**src/rtl/serial_tx_fifo.sv**
```systemverilog
// Byte FIFO feeding the serial_tx UART transmitter: producers push bytes at up to
// one per clock, a small sequencer drains them in order through the sbyte handshake.
module serial_tx_fifo #(
    parameter int DEPTH_LOG2 = 4
) (
    input  logic                  clk12,
    input  logic                  reset,
    input  logic [7:0]            wr_data,
    input  logic                  wr_en,
    output logic                  full,
    output logic                  empty,
    output logic [DEPTH_LOG2:0]   count,
    output logic                  overflow,
    input  logic                  clr_overflow,
    output logic                  busy,
    output logic [7:0]            tx_byte,
    output logic                  tx_byte_rdy,
    input  logic                  tx_end_of_send,
    output logic [1:0]            dbg_state
);

    localparam int                DEPTH     = 1 << DEPTH_LOG2;
    localparam logic [DEPTH_LOG2:0] DEPTH_CNT = (DEPTH_LOG2 + 1)'(DEPTH);

    localparam logic [1:0] ST_IDLE = 2'd0;
    localparam logic [1:0] ST_SEND = 2'd1;
    localparam logic [1:0] ST_WAIT = 2'd2;

    // Handshake toward serial_tx: tx_byte is valid whenever tx_byte_rdy is high and
    // stays stable until the matching tx_end_of_send; tx_byte_rdy is a one-cycle pulse
    // and tx_end_of_send is honoured only in WAIT.
    logic [7:0]            mem_q [DEPTH];
    logic [DEPTH_LOG2-1:0] wr_ptr_q, wr_ptr_d;
    logic [DEPTH_LOG2-1:0] rd_ptr_q, rd_ptr_d;
    logic [DEPTH_LOG2:0]   count_q, count_d;
    logic                  overflow_q, overflow_d;
    logic [1:0]            state_q, state_d;
    logic [7:0]            tx_byte_q, tx_byte_d;

    logic                  full_w;
    logic                  wr_accept;
    logic                  pop;

    // Fullness is judged on the registered count, so a same-cycle pop never frees a slot.
    always_comb begin
        full_w    = (count_q == DEPTH_CNT);
        wr_accept = wr_en && !full_w;
        pop       = (state_q == ST_IDLE) && (count_q != '0);
    end

    always_comb begin
        wr_ptr_d = wr_ptr_q;
        if (wr_accept) begin
            wr_ptr_d = wr_ptr_q + DEPTH_LOG2'(1);
        end

        rd_ptr_d = rd_ptr_q;
        if (pop) begin
            rd_ptr_d = rd_ptr_q + DEPTH_LOG2'(1);
        end

        count_d = count_q;
        case ({wr_accept, pop})
            2'b10:   count_d = count_q + (DEPTH_LOG2 + 1)'(1);
            2'b01:   count_d = count_q - (DEPTH_LOG2 + 1)'(1);
            default: count_d = count_q;
        endcase

        overflow_d = overflow_q;
        if (wr_en && full_w) begin
            overflow_d = 1'b1;
        end else if (clr_overflow) begin
            overflow_d = 1'b0;
        end
    end

    always_comb begin
        state_d   = state_q;
        tx_byte_d = tx_byte_q;
        case (state_q)
            ST_IDLE: begin
                if (pop) begin
                    tx_byte_d = mem_q[rd_ptr_q];
                    state_d   = ST_SEND;
                end
            end
            ST_SEND: begin
                state_d = ST_WAIT;
            end
            ST_WAIT: begin
                if (tx_end_of_send) begin
                    state_d = ST_IDLE;
                end
            end
            default: begin
                state_d = ST_IDLE;
            end
        endcase
    end

    always_ff @(posedge clk12) begin
        if (reset) begin
            wr_ptr_q   <= '0;
            rd_ptr_q   <= '0;
            count_q    <= '0;
            overflow_q <= 1'b0;
            state_q    <= ST_IDLE;
            tx_byte_q  <= 8'h00;
        end else begin
            wr_ptr_q   <= wr_ptr_d;
            rd_ptr_q   <= rd_ptr_d;
            count_q    <= count_d;
            overflow_q <= overflow_d;
            state_q    <= state_d;
            tx_byte_q  <= tx_byte_d;
        end
    end

    // Storage needs no reset: a slot is only read after it has been written.
    always_ff @(posedge clk12) begin
        if (wr_accept && !reset) begin
            mem_q[wr_ptr_q] <= wr_data;
        end
    end

    always_comb begin
        full        = full_w;
        empty       = (count_q == '0);
        count       = count_q;
        overflow    = overflow_q;
        busy        = (state_q != ST_IDLE);
        tx_byte     = tx_byte_q;
        tx_byte_rdy = (state_q == ST_SEND);
        dbg_state   = state_q;
    end

endmodule

```
**config.mk**
```make
export PLATFORM = sky130hd
export DESIGN_NAME = serial_tx_fifo
export DESIGN_NICKNAME = d
export VERILOG_FILES = /design/src/rtl/serial_tx_fifo.sv
export SDC_FILE = /design/constraint.sdc
export NUM_CORES = 1
export LEC_CHECK = 0
export ABC_AREA = 1
export CELL_PAD_IN_SITES_DETAIL_PLACEMENT = 1
export CELL_PAD_IN_SITES_GLOBAL_PLACEMENT = 2
export CORE_MARGIN = 8
export CORE_UTILIZATION = 42
export DETAILED_ROUTE_END_ITERATION = 8
export PLACE_DENSITY = 0.88
export SLEW_MARGIN = 10
export SYNTH_ARGS = -nofsm -noshare
export SYNTH_HDL_FRONTEND = slang
export SYNTH_SLANG_ARGS = --single-unit
```
**constraint.sdc**
```tcl
create_clock -name clk12 -period 3.7 [get_ports clk12]
set_input_delay 0.74 -clock clk12 [delete_from_list [all_inputs] [get_ports clk12]]
set_output_delay 0.74 -clock clk12 [all_outputs]
set_load 0.05 [all_outputs]
```
After elaboration in Yosys (flattened, before gate mapping)
Memories as Yosys holds them, arrays and structs flattened. A register that Yosys moved wholly into a read port is not among the register bits.
Index checks and enable logic that the tools add are counted.
{"block": "word_totals", "input_bits": 13, "reg_bits": 16, "word_cells": 39, "ram_bits": 128, "n_memories": 1}
{"name": "mem_q", "words": 16, "word_bits": 8, "read_ports": 1, "rd_ports_with_merged_regs": 1, "wr": 1, "line_no": "32", "rtl": "logic [7:0] mem_q [DEPTH];"}
{"block": "classes", "mux": 8, "n_eq_ne": 7, "addsub": 4, "n_reduce_logical": 14}
{"operator": "5-bit case mux with 2 select lines", "count": 1}
{"operator": "4-bit by 1-bit adder with 4-bit output (second input constant)", "count": 2}
{"operator": "2-bit case mux with 3 select lines", "count": 1}
{"operator": "2-bit nonzero test", "count": 3}
{"operator": "5-bit by 1-bit adder with 5-bit output (second input constant)", "count": 1}
{"operator": "5-bit == test (second input constant)", "count": 1}
{"operator": "5-bit zero test", "count": 1}
{"operator": "5-bit nonzero test", "count": 1}
{"operator": "5-bit by 1-bit subtractor with 5-bit output (second input constant)", "count": 1}
{"operator": "2-bit by 1-bit == test with 1-bit output (second input constant)", "count": 2}
{"operator": "2-bit == test (second input constant)", "count": 2}
{"operator": "1-bit logical AND", "count": 4}
{"operator": "1-bit 2-to-1 mux", "count": 4}
{"operator": "2-bit 2-to-1 mux", "count": 2}
{"operator": "2-bit inequality test (second input constant)", "count": 2}
{"operator": "2-bit AND reduction", "count": 2}
{"operator": "1-bit zero test", "count": 2}
{"operator": "2-bit zero test", "count": 1}

Logic depth before layout (Yosys ltp)
{"block": "logic_depth", "ltp_word": 6, "mapped_depth": 16, "mapped_depth_nobuf": 15}

Least setup slack after synthesis
No wires, ideal clock.
{"block": "synth_timing", "kind": "register to register", "start": "register count_q[1] (netlist: count[1])", "end": "register count_q[4] (netlist: count[4])", "required_time_ns": 3.566, "setup_ns": 0.134, "slack_ns": 1.146, "stages_incl_launch_ff": 17, "arrival_time_ns": 2.420, "cell_sequence": "dfxtp_1 > inv_2 > nand4_1 > nand2_2 > inv_2 > buf_2 > ha_1 > inv_1 > fa_1 > inv_1 > nand2_1 > a21oi_1 > nor2_1 > nand2_1 > nand2_1 > nand2_1 > a21oi_1"}
{"block": "synth_via", "word_cells_on_any_way": 11}
{"element": "start: declaration", "line_no": "35", "rtl": "logic [DEPTH_LOG2:0] count_q, count_d;"}
{"element": "start signal: assignment", "line_no": "112", "rtl": "count_q <= count_d;"}
{"element": "5-bit nonzero test *", "line_no": "48", "rtl": "pop = (state_q == ST_IDLE) && (count_q != '0);"}
{"element": "1-bit logical AND *", "line_no": "48"}
{"element": "net pop", "line_no": "42", "rtl": "logic pop;"}
{"element": "2-bit by 1-bit == test with 1-bit output or 2-bit == test (tied branches)", "line_no": "63", "rtl": "case ({wr_accept, pop})"}
{"element": "5-bit case mux with 2 select lines or 2-bit nonzero test (tied branches)"}
Mark *: on every way through the listed nets, which the timed path passes. The rest lies on a longest branch.
A chain may end at the register's enable or synchronous reset.

Worst setup path in the final report
{"block": "layout_timing", "start": "register count_q[4] (netlist: count[4])", "end": "output full"}
{"block": "layout_via", "elab_chain_cells": 1}
{"element": "5-bit == test", "line_no": "46", "rtl": "full_w = (count_q == DEPTH_CNT);"}
{"element": "end: declaration", "line_no": "10", "rtl": "output logic full,"}
No other way between the ends.

==> flow_summary.toml <==
[yosys]
netlist.top_cell.by_area = "edfxtp_1"
ys.flop_type = "edfxtp_1"
synthesized_instance_count = 682
synth.lib_cells_used.distinct = 23
post_synth.cell_area_avg_um2 = 9.77
synth.yosys.seq_area_share = 0.649
net_count_of_the_mapped_netlist = 705
share_of_the_synthesized_area_in_the_top_cell_type = 0.577
synth_edf_count = 128
ys_warn_count = 0
netlist_top_cells_area = "edfxtp_1 (58%), nand2_1 (12%), nand3_1 (7.3%)"
async_reset_ff_frac = 0
synth_seq_cells = 152
synth_area_mm2 = 0.00666

[place]
weighted_congestion_reported_at_the_end_of_routability_driven_placement = 0.815
dp.cells = 903
port_buffers = 32
place_hpwl_um = 11700

[worst_setup_path]
cp_num_buf_inv = 2
reg2reg_setup_slack_ns = 1.04
worst_setup_path_category = "reg -> out"
critical_path.max_stage_delay_ns = 0.81
worst-endpoint-required_ns = 2.96
worst_path_max_delay_cell = "clkdlybuf4s50_1"
critPathLaunchType = "flip-flop"
reg2reg_depth = 15
path_delay_family = "buffers and inverters"
crit_path_end = "full"
timing.rr.start = "count[1]"
crit_cells = 3
timing.critical_path.cells = "nand4_1 -> inv_2 -> clkdlybuf4s50_1"
cp-end-kind = "output pin"
reg2reg_to = "count[4]"
crit_arrival_ns = 1.98
critPathLaunch = "count[4]"
critPathMaxFanout = 5

[sta]
rsz_0062_raised_after_global_routing = "false"
slew_viol_final = 0
timing.final.crit_share = 0.736
maxClockFrequency_mhz = 367
finClkSkew_ns = 0.00681
tightestPinTransition_ns = 1.13
worst_slack_on_hold_paths_ns = 0.472
finalSetupTns_ns = 0
finalHoldViolCount = 0
post_route_minimum_period_ns = 2.72
setup_violations = 0
slew_headroom = 0.246

[route]
route.detailed.drc = 0
routed_wirelength_um = 17800
dr.first_iter.drc_count = 355
routed_via_density = 4.99
route.layer.met1.wl_um = 7890
top_layer_used = "met4"
wl_met2_um = 8570
routed_wire_length_per_instance_um = 19.0
drtPass1Iterations = 4
vias = 4663
antenna_left = 0
route.met3.wl_um = 589

[cts]
cts_tree = "yes"
ctsHtreeMaxLevel = 4
cts_inserted_buffers = 17
cts_post_setup_buffers_inserted = 0
clk_transition_reported_paths_ns = 0.06
cts_resized = 0
ctsLongestPathBuffers = 2
clkLatencyLatePin_ns = 0.43
clock-root-buffer = "clkbuf_16"
cts_hold_repair.buffers = 0
cts_sinks = 152

[global_routing]
grt_pass1_vias = 4985
grt_start_max_net_pins = 67
grt_antenna_before_repair = 0
global_route.overflow_total = 0
grt_use_total = 0.187
grt_first_pass_wirelength_um = 27800

[worst_hold_path]
worst_hold_path_type = "reg -> reg"

[final_layout]
final_util = 0.491
syn_to_final_growth_pct = 15.8
diodes = 0
ff_latch_area_mm2 = 0.00433
multi_input_area_mm2 = 0.00180
instances_no_fill = 935
drive_above_1_share = 0.0654
fillers = 1755
finalNetCount = 729

[power]
p_leak_nw = 3.22
cell_pwr_density_mw_per_mm2 = 739
ir_worst_vdd_mv = 0.375

[floorplanning]
die_area_mm2 = 0.0202
fp-row-count = 46
floorplan.initialDensity = 0.424
die_h_um = 142
core_area_mm2 = 0.0157
top_level_ports = 33
die_width_um = 142

[outcome]
run_status = "finished, final reports clean"

[flow_run]
max_cap_violations = 0
[worst min-delay path by stage]
stage | startpoint | endpoint | slack [ns] | cells after the start
after floorplan | wr_ptr_q[3] | wr_ptr_q[3] | 0.47 | 2
after global placement | overflow | overflow | 0.47 | 2
after detailed placement | overflow | overflow | 0.46 | 2
after CTS | overflow | overflow | 0.47 | 2
after global routing | overflow | overflow | 0.48 | 2
final | overflow | overflow | 0.47 | 2
[flip-flops by register name (all words and copies together) (netlist names)]
signal	cells
tx_byte	8
wr_ptr_q	4
overflow	1
rd_ptr_q	4
count	5
mem_q	128
dbg_state	2
[per-layer routing]
layer  vias to the layer above  global-route usage
li1                       2247                   -
met1                      2291               0.222
met2                        82               0.312
met3                        43              0.0379
met4                         0               0.110
met5                         -                   0
[power breakdown]
group	internal, W	switching (W)	total, W
Combinational	0.000539	0.00134	0.00187
Sequential	0.00196	0.0000773	0.00203
Clock	0.00112	0.000674	0.00179
Total	0.00361	0.00209	0.00570
[cells in the final DEF, fill, tap and decap left out, drive strengths merged, types with 3 or more instances in the layout]
cell type	instances
nand2	222
edfxtp	128
inv	100
nand3	97
nor2	41
clkdlybuf4s50	32
dfxtp	24
clkbuf	18
a21oi	13
ha	9
o21ai	9
clkinv	7
xor2	4
bufinv	4
buf	3
[logic make-up after synthesis]
logic type,Yosys count,share of synthesized area
simple gates,363,0.226
xor+xnor,5,0.00657
fa+ha+maj,10,0.0199
compound gates,23,0.0176
flops,152,0.649
buf+inv,129,0.0811
[cell type report]
cell class,instances,area share
tap,216,0.0350
multi-input combinational,401,0.233
timing repair buffer,35,0.0444
clock buffer,18,0.0556
sequential,152,0.560
clock inverter,14,0.0233
inverter,99,0.0481
[metrics by stage]
step / total power [W] / instance area [µm²] / setup WS (ns)
after detailed placement: 0.00395 / 7110 / 0.878
after global placement: 0.00390 / 7110 / 0.935
after floorplan: 0.00340 / 6660 / 1.15
after CTS: 0.00574 / 7720 / 0.951
after global routing: 0.00599 / 7720 / 0.727
final: 0.00570 / 7720 / 0.976
[tightest hold or removal path: stages (launching register included)]
cell and delay, ns:
dfxtp_1 0.31, nand2_1 0.06, a21oi_1 0.05
[synthesized netlist by cell type (all sizes together) (2+ instances only)]
cell and n:
nand2 222, inv 99, edfxtp 128, ha 9, buf 27, a21oi 13, dfxtp 24, o21ai 9
xor2 4, nand4 2, clkbuf 3, nor2 41, nand3 97
Power figures use the tool's default switching activity.
